<file path="src/rtl/seq_detect_scheduler_pkg.sv">
// seq_detect_sched_pkg: shared FSM state type and width helpers for the sequence-detector scheduler.
package seq_detect_sched_pkg;
   typedef enum logic [2:0] {IDLE, CLR, SHIFT, DRAIN, DONE} state_t;
   function automatic int cnt_w(int word_w);
      return $clog2(word_w + 1);
   endfunction
   function automatic int id_w(int nreq);
      return nreq > 1 ? $clog2(nreq) : 1;
   endfunction
endpackage

</file>
<file path="src/rtl/seq_detect_scheduler_if.sv">
// seq_detect_scheduler_if: requester-side bundle (request, word, grant and result) of the scheduler.
interface seq_detect_scheduler_if
   import seq_detect_sched_pkg::*;
#(
   parameter int NREQ   = 2,
   parameter int WORD_W = 8
);
   logic [NREQ-1:0]            req;
   logic [NREQ*WORD_W-1:0]     data;
   logic [NREQ-1:0]            grant;
   logic                       done;
   logic [id_w(NREQ)-1:0]      done_id;
   logic [cnt_w(WORD_W)-1:0]   match_cnt;
   modport master (output req, data, input grant, done, done_id, match_cnt);
   modport slave  (input req, data, output grant, done, done_id, match_cnt);
endinterface

</file>
<file path="src/rtl/seq_detect_scheduler_rr_arbiter.sv">
// rr_arbiter: round-robin pointer and one-hot winner select; the pointer moves past the winner on update.
module rr_arbiter
   import seq_detect_sched_pkg::*;
#(
   parameter int NREQ = 2
) (
   input  logic                   clk,
   input  logic                   reset,
   input  logic [NREQ-1:0]        req,
   input  logic                   update,
   output logic [NREQ-1:0]        win_oh,
   output logic [id_w(NREQ)-1:0]  win_idx
);
   localparam int IW = id_w(NREQ);
   logic [IW-1:0] ptr, j;
   // scan from lowest to highest priority so the highest-priority requester overwrites last
   always_comb begin
      win_oh = '0;
      win_idx = '0;
      j = '0;
      for (int i = NREQ - 1; i >= 0; i--) begin
         j = IW'((int'(ptr) + i) % NREQ);
         if (req[j]) begin
            win_oh = NREQ'(1) << j;
            win_idx = j;
         end
      end
   end
   always_ff @(posedge clk or negedge reset)
      if (!reset) ptr <= '0;
      else if (update) ptr <= win_idx == IW'(NREQ - 1) ? '0 : win_idx + 1'b1;
endmodule

</file>
<file path="src/rtl/seq_detect_scheduler.sv">
// seq_detect_scheduler: shares one serial detector among requesters, shifting each word MSB-first and counting hits.
// Define SEQ_DET_MEALY_EN for a Mealy detector (no DRAIN cycle); default assumes a Moore detector.
module seq_detect_scheduler
   import seq_detect_sched_pkg::*;
#(
   parameter int NREQ   = 2,
   parameter int WORD_W = 8
) (
   input  logic                  clk,
   input  logic                  reset,
   seq_detect_scheduler_if.slave bus,
   output logic                  det_w,
   input  logic                  det_z,
   output logic                  det_reset
);
   localparam int CW = cnt_w(WORD_W);
   localparam int IW = id_w(NREQ);
   state_t state, state_n;
   logic [WORD_W-1:0] sh, sh_n;
   logic [CW-1:0] idx, hits, hits_n;
   logic [IW-1:0] id, win_idx;
   logic [NREQ-1:0] win_oh;
   logic accept, last, cnt_en;
   rr_arbiter #(.NREQ(NREQ)) u_arb (
      .clk(clk),
      .reset(reset),
      .req(bus.req),
      .update(accept),
      .win_oh(win_oh),
      .win_idx(win_idx)
   );
`ifdef SEQ_DET_MEALY_EN
   localparam state_t AFTER_SHIFT = DONE;
   assign cnt_en = state == SHIFT;
`else
   // a Moore detector answers one cycle late: skip index 0, take the DRAIN cycle instead
   localparam state_t AFTER_SHIFT = DRAIN;
   assign cnt_en = (state == SHIFT && idx != '0) || state == DRAIN;
`endif
   assign accept = state == IDLE && |bus.req;
   assign last = idx == CW'(WORD_W - 1);
   assign hits_n = (cnt_en && det_z && hits != CW'(WORD_W)) ? hits + 1'b1 : hits;
   assign sh_n = state == SHIFT ? sh << 1 : sh;
   always_comb begin
      state_n = IDLE;
      state_n = state == IDLE  ? (accept ? CLR : IDLE) :
                state == CLR   ? SHIFT :
                state == SHIFT ? (last ? AFTER_SHIFT : SHIFT) :
                state == DRAIN ? DONE : IDLE;
   end
   // outputs are registered from next-state values so they line up with the state they belong to
   always_ff @(posedge clk or negedge reset)
      if (!reset) begin
         state <= IDLE;
         sh <= '0;
         idx <= '0;
         hits <= '0;
         id <= '0;
         bus.grant <= '0;
         bus.done <= 1'b0;
         bus.done_id <= '0;
         bus.match_cnt <= '0;
         det_w <= 1'b0;
         det_reset <= 1'b1;
      end else begin
         state <= state_n;
         sh <= accept ? bus.data[int'(win_idx) * WORD_W +: WORD_W] : sh_n;
         id <= accept ? win_idx : id;
         hits <= accept ? '0 : hits_n;
         idx <= state == SHIFT ? idx + 1'b1 : '0;
         bus.grant <= accept ? win_oh : '0;
         bus.done <= state_n == DONE;
         det_w <= state_n == SHIFT && sh_n[WORD_W-1];
         det_reset <= !(state_n inside {SHIFT, DRAIN});
         if (state_n == DONE) begin
            bus.done_id <= id;
            bus.match_cnt <= hits_n;
         end
      end
endmodule
</file>
<file path="src/flat_wrapper.sv">
// flat-port wrapper written by rule: the top's interface ports become plain ports
module seq_detect_scheduler_flat import seq_detect_sched_pkg::*;
#(
   parameter int NREQ   = 2,
   parameter int WORD_W = 8
)
  (clk, reset, det_w, det_z, det_reset, bus_req, bus_data, bus_grant, bus_done, bus_done_id, bus_match_cnt);
  seq_detect_scheduler_if #(.NREQ(NREQ), .WORD_W(WORD_W)) bus_i ();
  input  logic clk;
  input  logic reset;
  output logic det_w;
  input  logic det_z;
  output logic det_reset;
  input wire logic [$bits(bus_i.req)-1:0] bus_req;
  input wire logic [$bits(bus_i.data)-1:0] bus_data;
  output wire logic [$bits(bus_i.grant)-1:0] bus_grant;
  output wire logic [$bits(bus_i.done)-1:0] bus_done;
  output wire logic [$bits(bus_i.done_id)-1:0] bus_done_id;
  output wire logic [$bits(bus_i.match_cnt)-1:0] bus_match_cnt;
  assign bus_i.req = bus_req;
  assign bus_i.data = bus_data;
  assign bus_grant = bus_i.grant;
  assign bus_done = bus_i.done;
  assign bus_done_id = bus_i.done_id;
  assign bus_match_cnt = bus_i.match_cnt;
  seq_detect_scheduler #(.NREQ(NREQ), .WORD_W(WORD_W)) u_core (.clk(clk), .reset(reset), .bus(bus_i), .det_w(det_w), .det_z(det_z), .det_reset(det_reset));
endmodule
</file>
<file path="config.mk">
export PLATFORM = sky130hd
export DESIGN_NAME = seq_detect_scheduler_flat
export DESIGN_NICKNAME = d
export VERILOG_FILES = /design/src/rtl/seq_detect_scheduler_pkg.sv /design/src/rtl/seq_detect_scheduler_if.sv /design/src/rtl/seq_detect_scheduler_rr_arbiter.sv /design/src/rtl/seq_detect_scheduler.sv /design/src/flat_wrapper.sv
export SDC_FILE = /design/constraint.sdc
export NUM_CORES = 1
export LEC_CHECK = 0
export BUFFER_PORTS_ARGS = -buffer_cell sky130_fd_sc_hd__buf_2
export CAP_MARGIN = 20
export CORE_UTILIZATION = 52
export CTS_CLUSTER_DIAMETER = 60
export DETAILED_ROUTE_END_ITERATION = 8
export PLACE_DENSITY = 0.78
export SLEW_MARGIN = 20
export SYNTH_ARGS = -nofsm -noshare
export SYNTH_HDL_FRONTEND = slang
export SYNTH_SLANG_ARGS = --single-unit
</file>
<file path="constraint.sdc">
create_clock -name clk -period 2 [get_ports clk]
set_clock_uncertainty 0.15 [all_clocks]
set_input_delay 0.2 -clock clk [delete_from_list [all_inputs] [get_ports clk]]
set_output_delay 0.2 -clock clk [all_outputs]
set_load 0.02 [all_outputs]
</file>
[Word level (Yosys, flattened, before mapping)]
Index checks and enable logic that the tools add are counted.
Word-level totals
  bits in registers: 31
  bits of input ports: 21
  logic and storage cells: 63
Operators by class
  add/sub/neg operators: 4
  order comparisons: 2
  eq/ne operators: 8
  shifts and indexed selects: 3
  mux-type cells: 21
  reduce and logical (&&, ||, !) cells: 12
Operator list (count)
  $mux 8: 2
  $shiftx 16x5->8: 1
  $eq 3x2->1 const B: 4
  $mux 3: 4
  $mux 4: 3
  $mux 1: 9
  $add 4x1->4 const B: 2
  $mux 2: 3
  $logic_and 1x1->1: 5
  $eq 4x3->1 const B: 1
  $lt 1x2->1 const B: 2
  $ne 4x4->1 const B: 1
  $reduce_bool 2->1: 2
  $reduce_bool 4->1: 1
  $shl 1x1->2 const A: 2
  $eq 3x1->1 const B: 1
  $eq 3x3->1 const B: 1
  $logic_not 3->1: 1
  $add 1x1->1 const B: 2
  $reduce_or 2->1: 1
  $logic_not 1->1: 1
  $logic_or 1x1->1: 1

[Logic depth before layout (Yosys ltp)]
  depth after elaboration: 8
  depth in mapped cells: 6
  mapped depth without buffers: 6

[Cells and area by module]
Synthesis repeated with hierarchy kept, for this count alone.
Unflattened totals
  cells, all modules: 134
  area total of the unflattened synthesis: 1452.6 µm²
Modules (own cells, without submodules)
  seq_detect_scheduler: times used 1, cells each 127, area each 1388.8 µm², seq. area each 752.0 µm²
  rr_arbiter: times used 1, cells each 7, area each 63.8 µm², seq. area each 25.0 µm²

[Worst setup path after synthesis]
OpenSTA, ideal clock, no wires.
  path type: reg2reg
  from: reg u_core.hits[0]
  to: reg u_core.bus.match_cnt[1]
  setup time: 128 ps
  arrival: 1345 ps
  required time: 1722 ps
  setup slack: 376 ps
  cell stages (with the launch flop): 7
  path buffers: 0
  period minus slack after synthesis: 1624 ps
  cell sequence: dfrtp_1 -> inv_1 -> ha_1 -> and3b_1 -> nor3_2 -> mux2i_1 -> a21oi_1
On the way
  cells in the longest elaborated chain, start to end: 3
  elaborated cells between the ends (all ways): 4
Ends and longest elaborated chain
  start, declared: line seq_detect_scheduler.sv:20  | logic [CW-1:0] idx, hits, hits_n;
  start signal, assigned: line seq_detect_scheduler.sv:69  | hits <= accept ? '0 : hits_n;
  parallel branches: the longest is 2 deep, another holds $add 4x1->4
  $mux 4 (*): line seq_detect_scheduler.sv:42  | assign hits_n = (cnt_en && det_z && hits != CW'(WORD_W)) ? hits + 1'b1 : hits;
  end signal, assigned: line seq_detect_scheduler.sv:77  | bus.match_cnt <= hits_n;
  end, declared: line seq_detect_scheduler_if.sv:15  | modport slave (input req, data, output grant, done, done_id, match_cnt);
Mark *: on every way between the ends.
A chain may end at the register's enable or synchronous reset.

[Worst setup path in the final report]
  from: reg u_core.state[1]
  to: reg u_core.sh[1]
On the way
  cells in the longest elaborated chain, start to end: 3
  elaborated cells between the ends (all ways): 5
Ends and longest elaborated chain
  start, declared: line seq_detect_scheduler.sv:18  | state_t state, state_n;
  start signal, assigned: line seq_detect_scheduler.sv:66  | state <= state_n;
  $logic_not 3->1: line seq_detect_scheduler.sv:40  | assign accept = state == IDLE && |bus.req;
  $logic_and 1x1->1: line seq_detect_scheduler.sv:40
  $mux 8 / $reduce_bool 2->1 (equally long branches)
  end signal, assigned: line seq_detect_scheduler.sv:67  | sh <= accept ? bus.data[int'(win_idx) * WORD_W +: WORD_W] : sh_n;
  end, declared: line seq_detect_scheduler.sv:19  | logic [WORD_W-1:0] sh, sh_n;
Parallel ways exist; a longest one is shown, timed or not.

==> results.ini <==
[final_layout]
final_cell_mix = buf_2, dfrtp_1, nor2_1, nand2_1, dlygate4sd3_1
insertedDiodeCount = 0
area_delta_synth_final_pct = 23.34
drive_above_1_share_pct = 24.02
nets = 203

[critical_path]
crit_fanout = 12
slowest_stage = dfrtp_1
cp_cell_sequence = nor3_1 > and3_1 > a221oi_1 > a21oi_1
path_buf_inv = 0
cp.arrival_ns = 1.99
cp_slowest_stage_delay_ns = 0.53
crit_family = simple AND/OR/NAND/NOR gates
start_kind = flip-flop
critPathCaptureType = flip-flop
crit_type = reg -> reg
worstPathRequired_ns = 2.09

[routing]
antenna_left = 0
drtPass1Iterations = 4
wirelength_met1_mm = 1.182
wl_mm = 2.795
wl_met2_mm = 1.457
highest_layer = met4
drc = 0
viasPerCell = 5.287
drtIter0Drc = 32
num_vias = 1105
dr_wl_met3_microns = 108
wl_per_cell_microns = 13.37

[pwr]
p_clk_share_pct = 14.4
total_power_mw = 2.298
peakVddDrop_v = 0.0009744
p_seq_share_pct = 44.8
p_per_area_nw_per_um2 = 1332
p_leak_nw = 0.8429
internal_power_mw = 1.389
p_sw_mw = 0.9091
p_comb_share_pct = 40.8
p_sw_share_pct = 39.55

[logic_synthesis]
synth_top_area_share_pct = 53.67
synth_nets = 158
synth_area_sq_um = 1399
synthCells = 133
yosysSeqAreaShare_pct = 55.55
synth.lib_cells_used.distinct = 36
yosysWarnings = 0
yosysTopAreaCell = dfrtp_1
avgSynthCellArea_sq_um = 10.52
synthTopCellsByArea = dfrtp_1, nor2_1, nand2_1
synth_seq_cells = 31

[place]
hpwl_mm = 1.951
routabilityCongestion = 0.7851
port_buffers = 30

[clocking]
cts.repair.resized = 0
cts_num_sinks = 31
cts_buffers = 5
insertion_delay_ns = 0.32
cts.htree.levels = 2
cts_buffer_depth = 2
tritoncts = done
cts_root_buffer = clkbuf_4
clkTransAtPathRegs_ns = 0.09

[timing]
max_freq_mhz = 527.4
fin_tns_setup_ns = 0
hold_viol = 0
period_share_pct = 94.80
finalSetupViolCount = 0
period_needed_ns = 1.896
grt_setup_unrepaired = no
worst_slew_pin_slew_ns = 0.6550
relSlewSlack_pct = 56.33
drv_slew = 0

[floorplan]
chipHeight_microns = 53.87
rows = 18
die_area_sq_um = 2901
die_x_microns = 53.87
ios = 31
start_util_pct = 55.96
core_sq_um = 2500

[global_route]
antenna_found_initial = 0
grt_overflow = 0
grt_max_degree = 32
grt_pass1_vias = 1036
grt_pass1_wl_mm = 4.284
grt.total_usage_pct = 22.12

[flow_run]
maxCapViolCount = 0

[min_path]
hp-class = in -> reg

[outcome]
outcome = finished clean

[power groups by stage]
| stage | combinational (mW) | sequential (mW) | clock, mW |
|---|---|---|---|
| after detailed placement | 0.921 | 1.04 | 0 |
| after CTS | 0.943 | 1.03 | 0.339 |
| final | 0.937 | 1.03 | 0.331 |
| after global routing | 1.04 | 1.06 | 0.373 |
| after floorplan | 0.633 | 1.07 | 0 |
| after global placement | 0.876 | 1.03 | 0 |
[final timing paths]
check                      slack, ns                 endpoint  depth (start not counted)                     from
max                             0.10             u_core.sh[1]                          4          u_core.state[1]
min                             0.04             u_core.sh[4]                          3              bus_data[4]
max reg2reg                     0.10             u_core.sh[1]                          4          u_core.state[1]
min reg2reg                     0.34  u_core.bus.match_cnt[0]                          2  u_core.bus.match_cnt[0]
max in group asynchronous       0.96      u_core.bus.grant[0]                          2                    reset
min in group asynchronous       0.32             u_core.sh[6]                          2                    reset
[cell families (layout without fill, tap and decap cells)]
| logic type | count (synthesis) | after routing | share of synthesized area [%] |
|---|---|---|---|
| compound gates | 23 | 23 | 11.09 |
| xor+xnor | 5 | 5 | 3.130 |
| fa+ha+maj | 4 | 4 | 3.578 |
| buf+inv | 14 | 60 | 4.651 |
| flops | 31 | 31 | 55.55 |
| mux | 2 | 2 | 1.431 |
| simple gates | 54 | 54 | 20.57 |
[flip-flops by register name, indices dropped and copies added (netlist names)]
name / cells
u_core.bus.done: 1
u_core.bus.done_id: 1
u_core.bus.grant: 2
u_core.bus.match_cnt: 4
u_core.det_reset: 1
u_core.det_w: 1
u_core.hits: 4
u_core.id: 1
u_core.idx: 4
u_core.sh: 8
u_core.state: 3
u_core.u_arb.ptr: 1
[cell type report]
cell class,count,area (sq um)
multi-input combinational,88,556.8
clock buffer,8,48.80
tap,30,37.54
timing repair buffer,42,267.8
inverter,10,37.54
fill,200,774.5
sequential,31,777.0
[cells in the mapped netlist, drive strengths merged]
master	number
a211oi	1
a21o	1
a21oi	7
a221oi	6
a222oi	1
a22oi	1
and2b	1
and3	2
and3b	1
buf	3
clkbuf	1
dfrtp	30
dfstp	1
ha	4
inv	10
mux2i	2
nand2	15
nand2b	5
nand3	1
nand3b	2
nor2	19
nor3	4
nor4	1
nor4b	2
o21a	1
o21ai	4
o21bai	1
or3	1
xnor2	4
xor2	1
[layer usage]
layer / up-vias / GRT usage (%)
met5: - / 0
met4: 0 / 14.04
met3: 6 / 6.215
met2: 30 / 35.60
met1: 528 / 25.78
li1: 541 / -
[worst reg2reg max path, delay by kind of cell (launching register included)]
kind,cells,cell delay (ns)
flops,1,0.53
compound gates,2,0.35
simple gates,2,0.79
[metrics by stage]
step	setup WS [ns]	cells	cell area, sq um	util (%)	hold WS (ns)
floorplan	0.3764	133	1399	-	-0.2456
global placement	0.2857	190	1567	62.66	0.1132
detailed placement	0.1439	190	1567	62.66	0.1193
CTS	0.1239	209	1725	69.02	0.03111
global route	0.01535	209	1725	69.02	0.04266
finish	0.1040	209	1725	69.02	0.04417
[repair_timing]
action | CTS | global route
setup buffers | 0 | 0
hold endpoints to repair | 38 | 0
hold buffers | 11 | 0
Note: power is estimated with default switching activity, not from simulation.
